`src/rtl/sync_fifo_pkg.sv`:
```
// Shared helpers for the capture-path FIFOs.
// Provides sizing math, the pointer-wrap rule and the operation encoding.
package sync_fifo_pkg;

  typedef enum logic [1:0] {
    OP_NONE = 2'b00,
    OP_POP  = 2'b01,
    OP_PUSH = 2'b10,
    OP_BOTH = 2'b11
  } fifo_op_e;

  function automatic int unsigned clog2(input int unsigned value);
    int unsigned result;
    result = 32'd0;
    for (int i = 0; i < 32; i++) begin
      if ((32'd1 << i) < value) begin
        result = i + 1;
      end
    end
    return result;
  endfunction

  // Depth may be any value, so the pointer wraps explicitly rather than by overflow.
  function automatic int unsigned wrap_inc(input int unsigned ptr, input int unsigned size);
    return (ptr == size - 32'd1) ? 32'd0 : ptr + 32'd1;
  endfunction

endpackage

```
`src/rtl/fifo_ram.sv`:
```
// Simple dual-port RAM, one clock, registered read port with synchronous clear.
// Kept standalone so a vendor block RAM can replace it.
module fifo_ram #(
  parameter int unsigned DEPTH      = 8,
  parameter int unsigned WIDTH      = 32,
  parameter int unsigned ADDR_WIDTH = 3
) (
  input  logic                  clock,
  input  logic                  wr_en,
  input  logic [ADDR_WIDTH-1:0] wr_addr,
  input  logic [WIDTH-1:0]      wr_data,
  input  logic                  rd_en,
  input  logic                  rd_rst,
  input  logic [ADDR_WIDTH-1:0] rd_addr,
  output logic [WIDTH-1:0]      rd_data
);

  logic [WIDTH-1:0] mem_r [DEPTH];
  logic [WIDTH-1:0] rd_data_r;

  // Write port; contents are never initialised or flushed.
  always_ff @(posedge clock) begin
    if (wr_en) begin
      mem_r[wr_addr] <= wr_data;
    end
  end

  // Registered read port; old contents are returned on a same-address write.
  always_ff @(posedge clock) begin
    if (rd_rst) begin
      rd_data_r <= '0;
    end else if (rd_en) begin
      rd_data_r <= mem_r[rd_addr];
    end
  end

  assign rd_data = rd_data_r;

endmodule

```
`src/rtl/sync_fifo.sv`:
```
// Single-clock circular-buffer FIFO for the image capture data path.
// Pointers, occupancy, flags and event pulses; storage lives in fifo_ram.
module sync_fifo
  import sync_fifo_pkg::*;
#(
  parameter int unsigned FIFO_SIZE          = 8,
  parameter int unsigned DATA_WIDTH         = 32,
  parameter int unsigned ALMOST_FULL_LEVEL  = FIFO_SIZE - 32'd2,
  parameter int unsigned ALMOST_EMPTY_LEVEL = 32'd2,
  localparam int unsigned ADDR_WIDTH        = clog2(FIFO_SIZE),
  localparam int unsigned COUNT_WIDTH       = clog2(FIFO_SIZE + 32'd1)
) (
  input  logic                   clock,
  input  logic                   reset_n,
  input  logic                   enable,
  input  logic                   clear,
  input  logic                   push,
  input  logic [DATA_WIDTH-1:0]  in_data,
  input  logic                   pop,
  output logic [DATA_WIDTH-1:0]  out_data,
  output logic                   out_valid,
  output logic                   full,
  output logic                   empty,
  output logic                   almost_full,
  output logic                   almost_empty,
  output logic [COUNT_WIDTH-1:0] data_count,
  output logic                   overflow,
  output logic                   underflow,
  output logic                   pushed_last,
  output logic                   popped_last
);

  logic [ADDR_WIDTH-1:0]  wr_ptr_r, rd_ptr_r;
  logic [COUNT_WIDTH-1:0] data_count_r, count_next_s;
  logic                   out_valid_r, overflow_r, underflow_r;
  logic                   pushed_last_r, popped_last_r;
  logic                   full_s, empty_s, flush_s;
  logic                   push_ok_s, pop_ok_s;
  fifo_op_e               op_s;

  assign full_s  = (data_count_r == COUNT_WIDTH'(FIFO_SIZE));
  assign empty_s = (data_count_r == '0);
  assign flush_s = !reset_n || clear;

  // Acceptance decisions and next occupancy, all from the pre-edge count.
  always_comb begin
    pop_ok_s     = enable && pop && !empty_s;
    push_ok_s    = enable && push && (!full_s || pop_ok_s);
    op_s         = fifo_op_e'({push_ok_s, pop_ok_s});
    count_next_s = data_count_r;
    case (op_s)
      OP_PUSH: count_next_s = data_count_r + COUNT_WIDTH'(1);
      OP_POP:  count_next_s = data_count_r - COUNT_WIDTH'(1);
      OP_BOTH: count_next_s = data_count_r;
      OP_NONE: count_next_s = data_count_r;
      default: count_next_s = data_count_r;
    endcase
  end

  // Pointer, occupancy and pulse registers.
  always_ff @(posedge clock) begin
    if (flush_s) begin
      wr_ptr_r      <= '0;
      rd_ptr_r      <= '0;
      data_count_r  <= '0;
      out_valid_r   <= 1'b0;
      overflow_r    <= 1'b0;
      underflow_r   <= 1'b0;
      pushed_last_r <= 1'b0;
      popped_last_r <= 1'b0;
    end else if (enable) begin
      if (push_ok_s) begin
        wr_ptr_r <= ADDR_WIDTH'(wrap_inc(32'(wr_ptr_r), FIFO_SIZE));
      end
      if (pop_ok_s) begin
        rd_ptr_r <= ADDR_WIDTH'(wrap_inc(32'(rd_ptr_r), FIFO_SIZE));
      end
      data_count_r  <= count_next_s;
      out_valid_r   <= pop_ok_s;
      overflow_r    <= push && !push_ok_s;
      underflow_r   <= pop && !pop_ok_s;
      pushed_last_r <= (op_s == OP_PUSH) && (count_next_s == COUNT_WIDTH'(FIFO_SIZE));
      popped_last_r <= (op_s == OP_POP) && (count_next_s == '0);
    end else begin
      out_valid_r   <= 1'b0;
      overflow_r    <= 1'b0;
      underflow_r   <= 1'b0;
      pushed_last_r <= 1'b0;
      popped_last_r <= 1'b0;
    end
  end

  fifo_ram #(
    .DEPTH      (FIFO_SIZE),
    .WIDTH      (DATA_WIDTH),
    .ADDR_WIDTH (ADDR_WIDTH)
  ) u_ram (
    .clock   (clock),
    .wr_en   (push_ok_s && !flush_s),
    .wr_addr (wr_ptr_r),
    .wr_data (in_data),
    .rd_en   (pop_ok_s && !flush_s),
    .rd_rst  (flush_s),
    .rd_addr (rd_ptr_r),
    .rd_data (out_data)
  );

  assign out_valid    = out_valid_r;
  assign overflow     = overflow_r;
  assign underflow    = underflow_r;
  assign pushed_last  = pushed_last_r;
  assign popped_last  = popped_last_r;
  assign data_count   = data_count_r;
  assign full         = full_s;
  assign empty        = empty_s;
  assign almost_full  = (32'(data_count_r) >= ALMOST_FULL_LEVEL);
  assign almost_empty = (32'(data_count_r) <= ALMOST_EMPTY_LEVEL);

endmodule
```
`config.mk`:
```
export PLATFORM = sky130hd
export DESIGN_NAME = sync_fifo
export DESIGN_NICKNAME = d
export VERILOG_FILES = /design/src/rtl/sync_fifo_pkg.sv /design/src/rtl/fifo_ram.sv /design/src/rtl/sync_fifo.sv
export SDC_FILE = /design/constraint.sdc
export NUM_CORES = 1
export LEC_CHECK = 0
export ABC_CLOCK_PERIOD_IN_PS = 5900
export CAP_MARGIN = 20
export CELL_PAD_IN_SITES_DETAIL_PLACEMENT = 1
export CELL_PAD_IN_SITES_GLOBAL_PLACEMENT = 2
export CORE_MARGIN = 5
export CORE_UTILIZATION = 44
export CTS_CLUSTER_DIAMETER = 200
export DETAILED_ROUTE_END_ITERATION = 10
export PLACE_DENSITY = 0.77
export SETUP_SLACK_MARGIN = 0.2
export SLEW_MARGIN = 0
export SYNTH_ARGS = -nofsm -noshare
export SYNTH_HDL_FRONTEND = slang
export SYNTH_HIERARCHICAL = 1
export SYNTH_SLANG_ARGS = --single-unit
```
`constraint.sdc`:
```
create_clock -name clock -period 5.9 [get_ports clock]
set_input_delay 1.18 -clock clock [delete_from_list [all_inputs] [get_ports clock]]
set_output_delay 1.18 -clock clock [all_outputs]
set_load 0.01 [all_outputs]
```
## Word level (Yosys, flattened, before mapping)

Memories as Yosys holds them, arrays and structs flattened. A register that Yosys moved wholly into a read port is not among the register bits.
Index checks and enable logic that the tools add are counted.

| storage, ports and cells | value |
|---|---|
| bits in registers | 15 |
| RAM bits | 256 |
| output and inout port bits | 45 |
| logic and storage cells | 53 |
| memories | 1 |

Memory list:

| memory | words | width | rd ports | clocked after memory_dff | wr ports | RTL line | RTL |
|---|---|---|---|---|---|---|---|
| u_ram.mem_r | 8 | 32 | 1 | 1 | 1 | fifo_ram.sv:18 | `logic [WIDTH-1:0] mem_r [DEPTH];` |

| cells by class | value |
|---|---|
| add/subtract/negate cells | 4 |
| $lt $le $gt $ge | 2 |
| equality and inequality tests | 7 |
| mux-type cells | 5 |
| bitwise logic cells | 1 |
| reductions and logical operators | 25 |

Operators by type and width:

| operator | number |
|---|---|
| one-hot mux 4 bit (3 select lines) | 1 |
| logical AND 1 bit | 10 |
| equality test 4 bit, second input constant | 2 |
| logical NOT 4 bit | 2 |
| adder 3 x 1 -> 3 bit, second input constant | 2 |
| equality test 3 bit, second input constant | 2 |
| logical NOT 1 bit | 6 |
| 2-to-1 mux 3 bit | 2 |
| adder 4 x 1 -> 4 bit, second input constant | 1 |
| equality test 2 bit, second input constant | 2 |
| greater-or-equal comparator 4 x 3 -> 1 bit, second input constant | 1 |
| <= comparator 4 x 2 -> 1 bit, second input constant | 1 |
| AND reduction 2 bit | 2 |
| OR reduction 2 bit | 2 |
| subtractor 4 x 1 -> 4 bit, second input constant | 1 |
| equality test 2 x 1 -> 1 bit, second input constant | 1 |
| logical NOT 2 bit | 1 |
| logical OR 1 bit | 2 |
| 2-to-1 mux 1 bit | 2 |
| inverter 1 bit | 1 |

## Logic depth before layout (Yosys ltp)

| logic depth | value |
|---|---|
| word-level depth | 10 |
| depth in mapped cells | 11 |
| gate-level depth less buffers | 10 |

## By module

Netlist, hierarchy kept.

Modules (own cells, without submodules):

| module | times used | cells each | area each (um^2) | sequential area each (um^2) |
|---|---|---|---|---|
| fifo_ram | 1 | 598 | 10958.0 | 8328.0 |
| sync_fifo | 1 | 92 | 830.8 | 300.3 |

## Least setup slack after synthesis

Ideal clock, no wire load.

| path | value |
|---|---|
| path kind | input-to-reg |
| from | input reset_n |
| to | memory u_ram.mem_r[0][0] (enable) |
| setup time | 461 ps |
| arrival | 4200 ps |
| slack | 1239 ps |
| stages | 6 |
| path through | nor2b_1 > inv_1 > clkbuf_1 > nor2_1 > nand2b_1 > nor3_1 |

| between the ends | value |
|---|---|
| word-level cells in the longest chain between the ends | 6 |

RTL lines:

| what | RTL line | RTL |
|---|---|---|
| start, declared | sync_fifo.sv:14 | `input logic reset_n,` |
| logical NOT 1 bit | sync_fifo.sv:43 | `assign flush_s = !reset_n \|\| clear;` |
| logical OR 1 bit | sync_fifo.sv:43 |  |
| net flush_s | sync_fifo.sv:37 | `logic full_s, empty_s, flush_s;` |
| logical NOT 1 bit | sync_fifo.sv:99 | `.wr_en (push_ok_s && !flush_s),` |
| logical AND 1 bit | sync_fifo.sv:99 |  |
| 2-to-1 mux 1 bit | fifo_ram.sv:23 | `if (wr_en) begin` |
| 2-to-1 mux 1 bit (not written as such) | fifo_ram.sv:24 | `mem_r[wr_addr] <= wr_data;` |
| end, declared | fifo_ram.sv:18 |  |

The timed path passes the listed nets, and every way through them passes these cells.

## Worst setup path in the final report

| path | value |
|---|---|
| from | input reset_n |
| to | register u_ram.rd_data_r[1] (netlist: u_ram/rd_data[1]), read port of u_ram.mem_r |

| between the ends | value |
|---|---|
| word-level cells in the longest chain between the ends | 4 |

RTL lines:

| what | RTL line | RTL |
|---|---|---|
| logical NOT 1 bit * | sync_fifo.sv:43 |  |
| logical OR 1 bit * | sync_fifo.sv:43 |  |
| logical NOT 1 bit | sync_fifo.sv:102 | `.rd_en (pop_ok_s && !flush_s),` |
| logical AND 1 bit | sync_fifo.sv:102 |  |
| end, declared | fifo_ram.sv:19 | `logic [WIDTH-1:0] rd_data_r;` |

Mark *: on every way between the ends. The rest lies on a longest branch, timed or not.
A chain may end at the register's enable or synchronous reset.

==> reports/results.ini <==
[cts]
tritoncts = built
clk_pin_slew_ns = 0.06
cts_root_buf = clkbuf_16
htree_levels = 1
cts_buffer_depth = 3
cts_sinks = 303
cts-resized-gates = 0
clock_latency_ns = 0.56
cts_hold_buf = 0
numCtsBuffers = 30
cts_setup_buffers = 0

[placement]
placed_cells = 1086
port_buffers = 82
place.gp.congestion = 0.744
place_hpwl_mm = 15.8

[timing]
setup_violations = 0
fin_skew_ns = 0.0193
min_period_ns = 3.54
slew_headroom_pct = 43.5
rsz0062_at_grt = false
slew_violations = 0
tightest_slew_ns = 0.848
whs_ns = 0.496
fmax_mhz = 282
fin_crit_sh_pct = 60.0
final_hold_viol_count = 0
tns_ns = 0

[logic_synthesis]
synthXorXnorAreaFrac_pct = 0.297
synth_sequential_area_ratio_pct = 73.2
synth_area_leaders = edfxtp_1 (65%), dfxtp_1 (8.0%), mux2_2 (6.1%)
yosys_warnings = 6
ys_ff_latch = 303
synth_area_per_cell_um2 = 17.1
synthDominantCellAreaShare_pct = 65.2
synth_top_family_by_area = multiplexers
synth_area_mm2 = 0.0118
synthCells = 690
synthesis.nets = 736
synth_area_leader_cell = edfxtp_1
synth_compound_area_share_pct = 7.96
synth.distinct_cells = 44
synth_mux_area_share_pct = 11.9
synth_fa_ha_area_share_pct = 0.913
synth-simple-area-share_pct = 3.40

[global_route]
grt_pass1_vias = 7062
grt_max_degree = 54
grt_overflow_total = 0
grt_pass1_wl_mm = 41.4
grt_use_total_pct = 17.1
antenna_found_initial = 0

[power_and_ir_drop]
p_per_area_mw_per_mm2 = 311
power_mw = 4.39
vdd_ir_drop_max_v = 0.000214
p_leak_nw = 4.41

[setup_path]
cp-start-kind = input pin
arrival_ns = 3.99
path_class = input pin to flip-flop
end_kind = flip-flop
crit_required_ns = 6.35
crit_path_max_fanout = 44

[die]
fp.dieH_um = 174
fp.coreArea_mm2 = 0.0267
die_w_um = 174
start_util_pct = 44.2
io_pins = 83
num_rows = 60
dieArea_mm2 = 0.0302

[detailed_routing]
num_vias = 6389
finalWirelength_mm = 26.2
drt_pass1_iterations = 4
ant_nets = 0
vias_per_cell = 5.58
wl_per_cell_um = 22.9
drt_iter0_drc = 529
drcViolationCount = 0

[final_layout]
area_delta_synth_final_pct = 19.7
utilization_pct = 52.9
layout-drive-gt1-share_pct = 20.0
num_antenna_cells = 0
final_nets = 827
final_cells = 1146
fillers = 2421

[flow_run]
maxCapViolCount = 0

[run_status]
run_status = completed

[hold_path]
hold_path.class = flip-flop to flip-flop

-- registers in the layout (all words and copies together), names as in the netlist --
name / flops
wr_ptr_r: 3
pushed_last: 1
underflow: 1
rd_ptr_r: 3
data_count: 4
u_ram/rd_data: 32
u_ram/mem_r: 256
out_valid: 1
popped_last: 1
overflow: 1
-- critical path, stage by stage --
cell,delay [ns]
clkdlybuf4s50_1,0.45
nor2b_1,0.36
inv_2,0.08
buf_4,0.34
nor2_4,0.62
buf_4,0.54
nor2_1,0.11
a211oi_1,0.26
-- metrics by stage --
| step | setup WS [ns] | instance area, um2 |
|---|---|---|
| after global routing | 2.23 | 14100 |
| final | 2.36 | 14100 |
| after global placement | 2.06 | 13000 |
| after CTS | 2.37 | 14000 |
| after floorplan | 1.24 | 11800 |
| after detailed placement | 1.82 | 13000 |
-- per-layer routing --
metal  track usage [%]  share of wire [%]
met5                 0                  0
met4              3.83                1.4
met3              2.64                3.8
met2              30.0                 52
met1              22.8                 43
-- where the power goes --
group / internal [mW] / switching [mW]
Combinational: 0.0395 / 0.0563
Sequential: 2.32 / 0.00398
Clock: 1.19 / 0.775
Total: 3.55 / 0.836
-- synth_stat cells --
| cell type | count |
|---|---|
| buf_1 | 2 |
| a21o_1 | 2 |
| nand2_1 | 9 |
| ha_1 | 7 |
| buf_2 | 5 |
| and2_1 | 1 |
| nor3_1 | 3 |
| nor3_2 | 1 |
| nor4_1 | 1 |
| and3_1 | 1 |
| mux2_2 | 64 |
| a211oi_1 | 16 |
| nand2b_1 | 4 |
| a21oi_1 | 6 |
| buf_4 | 4 |
| nor2_1 | 50 |
| nand4_1 | 1 |
| buf_12 | 1 |
| a31oi_1 | 1 |
| o221ai_1 | 14 |
| nor4_4 | 1 |
| or2_2 | 1 |
| or3b_2 | 1 |
| or3_1 | 2 |
| o311ai_0 | 1 |
| o22ai_1 | 18 |
| nor2b_1 | 2 |
| a22oi_1 | 14 |
| xor2_1 | 3 |
| clkbuf_1 | 22 |
| buf_6 | 7 |
| o211ai_1 | 1 |
| nor3b_1 | 2 |
| edfxtp_1 | 256 |
| and4_1 | 2 |
| xnor2_1 | 1 |
| a221o_1 | 18 |
| mux2i_1 | 68 |
| a211oi_2 | 18 |
| o21ai_0 | 1 |
| inv_1 | 9 |
| dfxtp_1 | 47 |
| fa_1 | 1 |
| or4b_1 | 1 |
-- cells in the final DEF (no fill, tap or decap), types with 6 or more instances in the layout --
cell / count
clkbuf_1: 7
clkbuf_16: 31
a22oi_1: 14
mux2_2: 64
clkinv_2: 6
a21oi_1: 6
o221ai_1: 14
a221o_1: 18
o22ai_1: 18
dfxtp_1: 46
a211oi_2: 18
inv_1: 8
nor2_1: 42
mux2i_1: 68
a211oi_1: 16
edfxtp_1: 256
nor2_4: 7
buf_4: 12
ha_1: 7
clkdlybuf4s50_1: 82
nand2_1: 9
-- final timing paths --
check        depth (start not counted)  slack, ns              start                 to
max                                  8       2.36            reset_n   u_ram/rd_data[1]
min                                  2       0.50  u_ram/rd_data[22]  u_ram/rd_data[22]
max reg2reg                          6       3.13      data_count[3]   u_ram/rd_data[1]
min reg2reg                          2       0.50  u_ram/rd_data[22]  u_ram/rd_data[22]
-- cell families after synthesis --
family,count (synthesis)
DFF,303
muxes,132
AOI/OAI and AO/OA,110
and+or+nand+nor,83
buffers and inverters,50
adders and majority gates,8
xor gates and xnor gates,4
-- area by class of cell --
cell class / count / area, um2 / share of cell area [%]
tap: 341 / 427 / 3.02
sequential: 303 / 8630 / 61.2
inverter: 9 / 33.8 / 0.239
multi-input combinational: 337 / 2950 / 20.9
clock inverter: 17 / 206 / 1.46
timing repair buffer: 100 / 1050 / 7.41
clock buffer: 39 / 816 / 5.78
(Power assumes the default switching activity.)
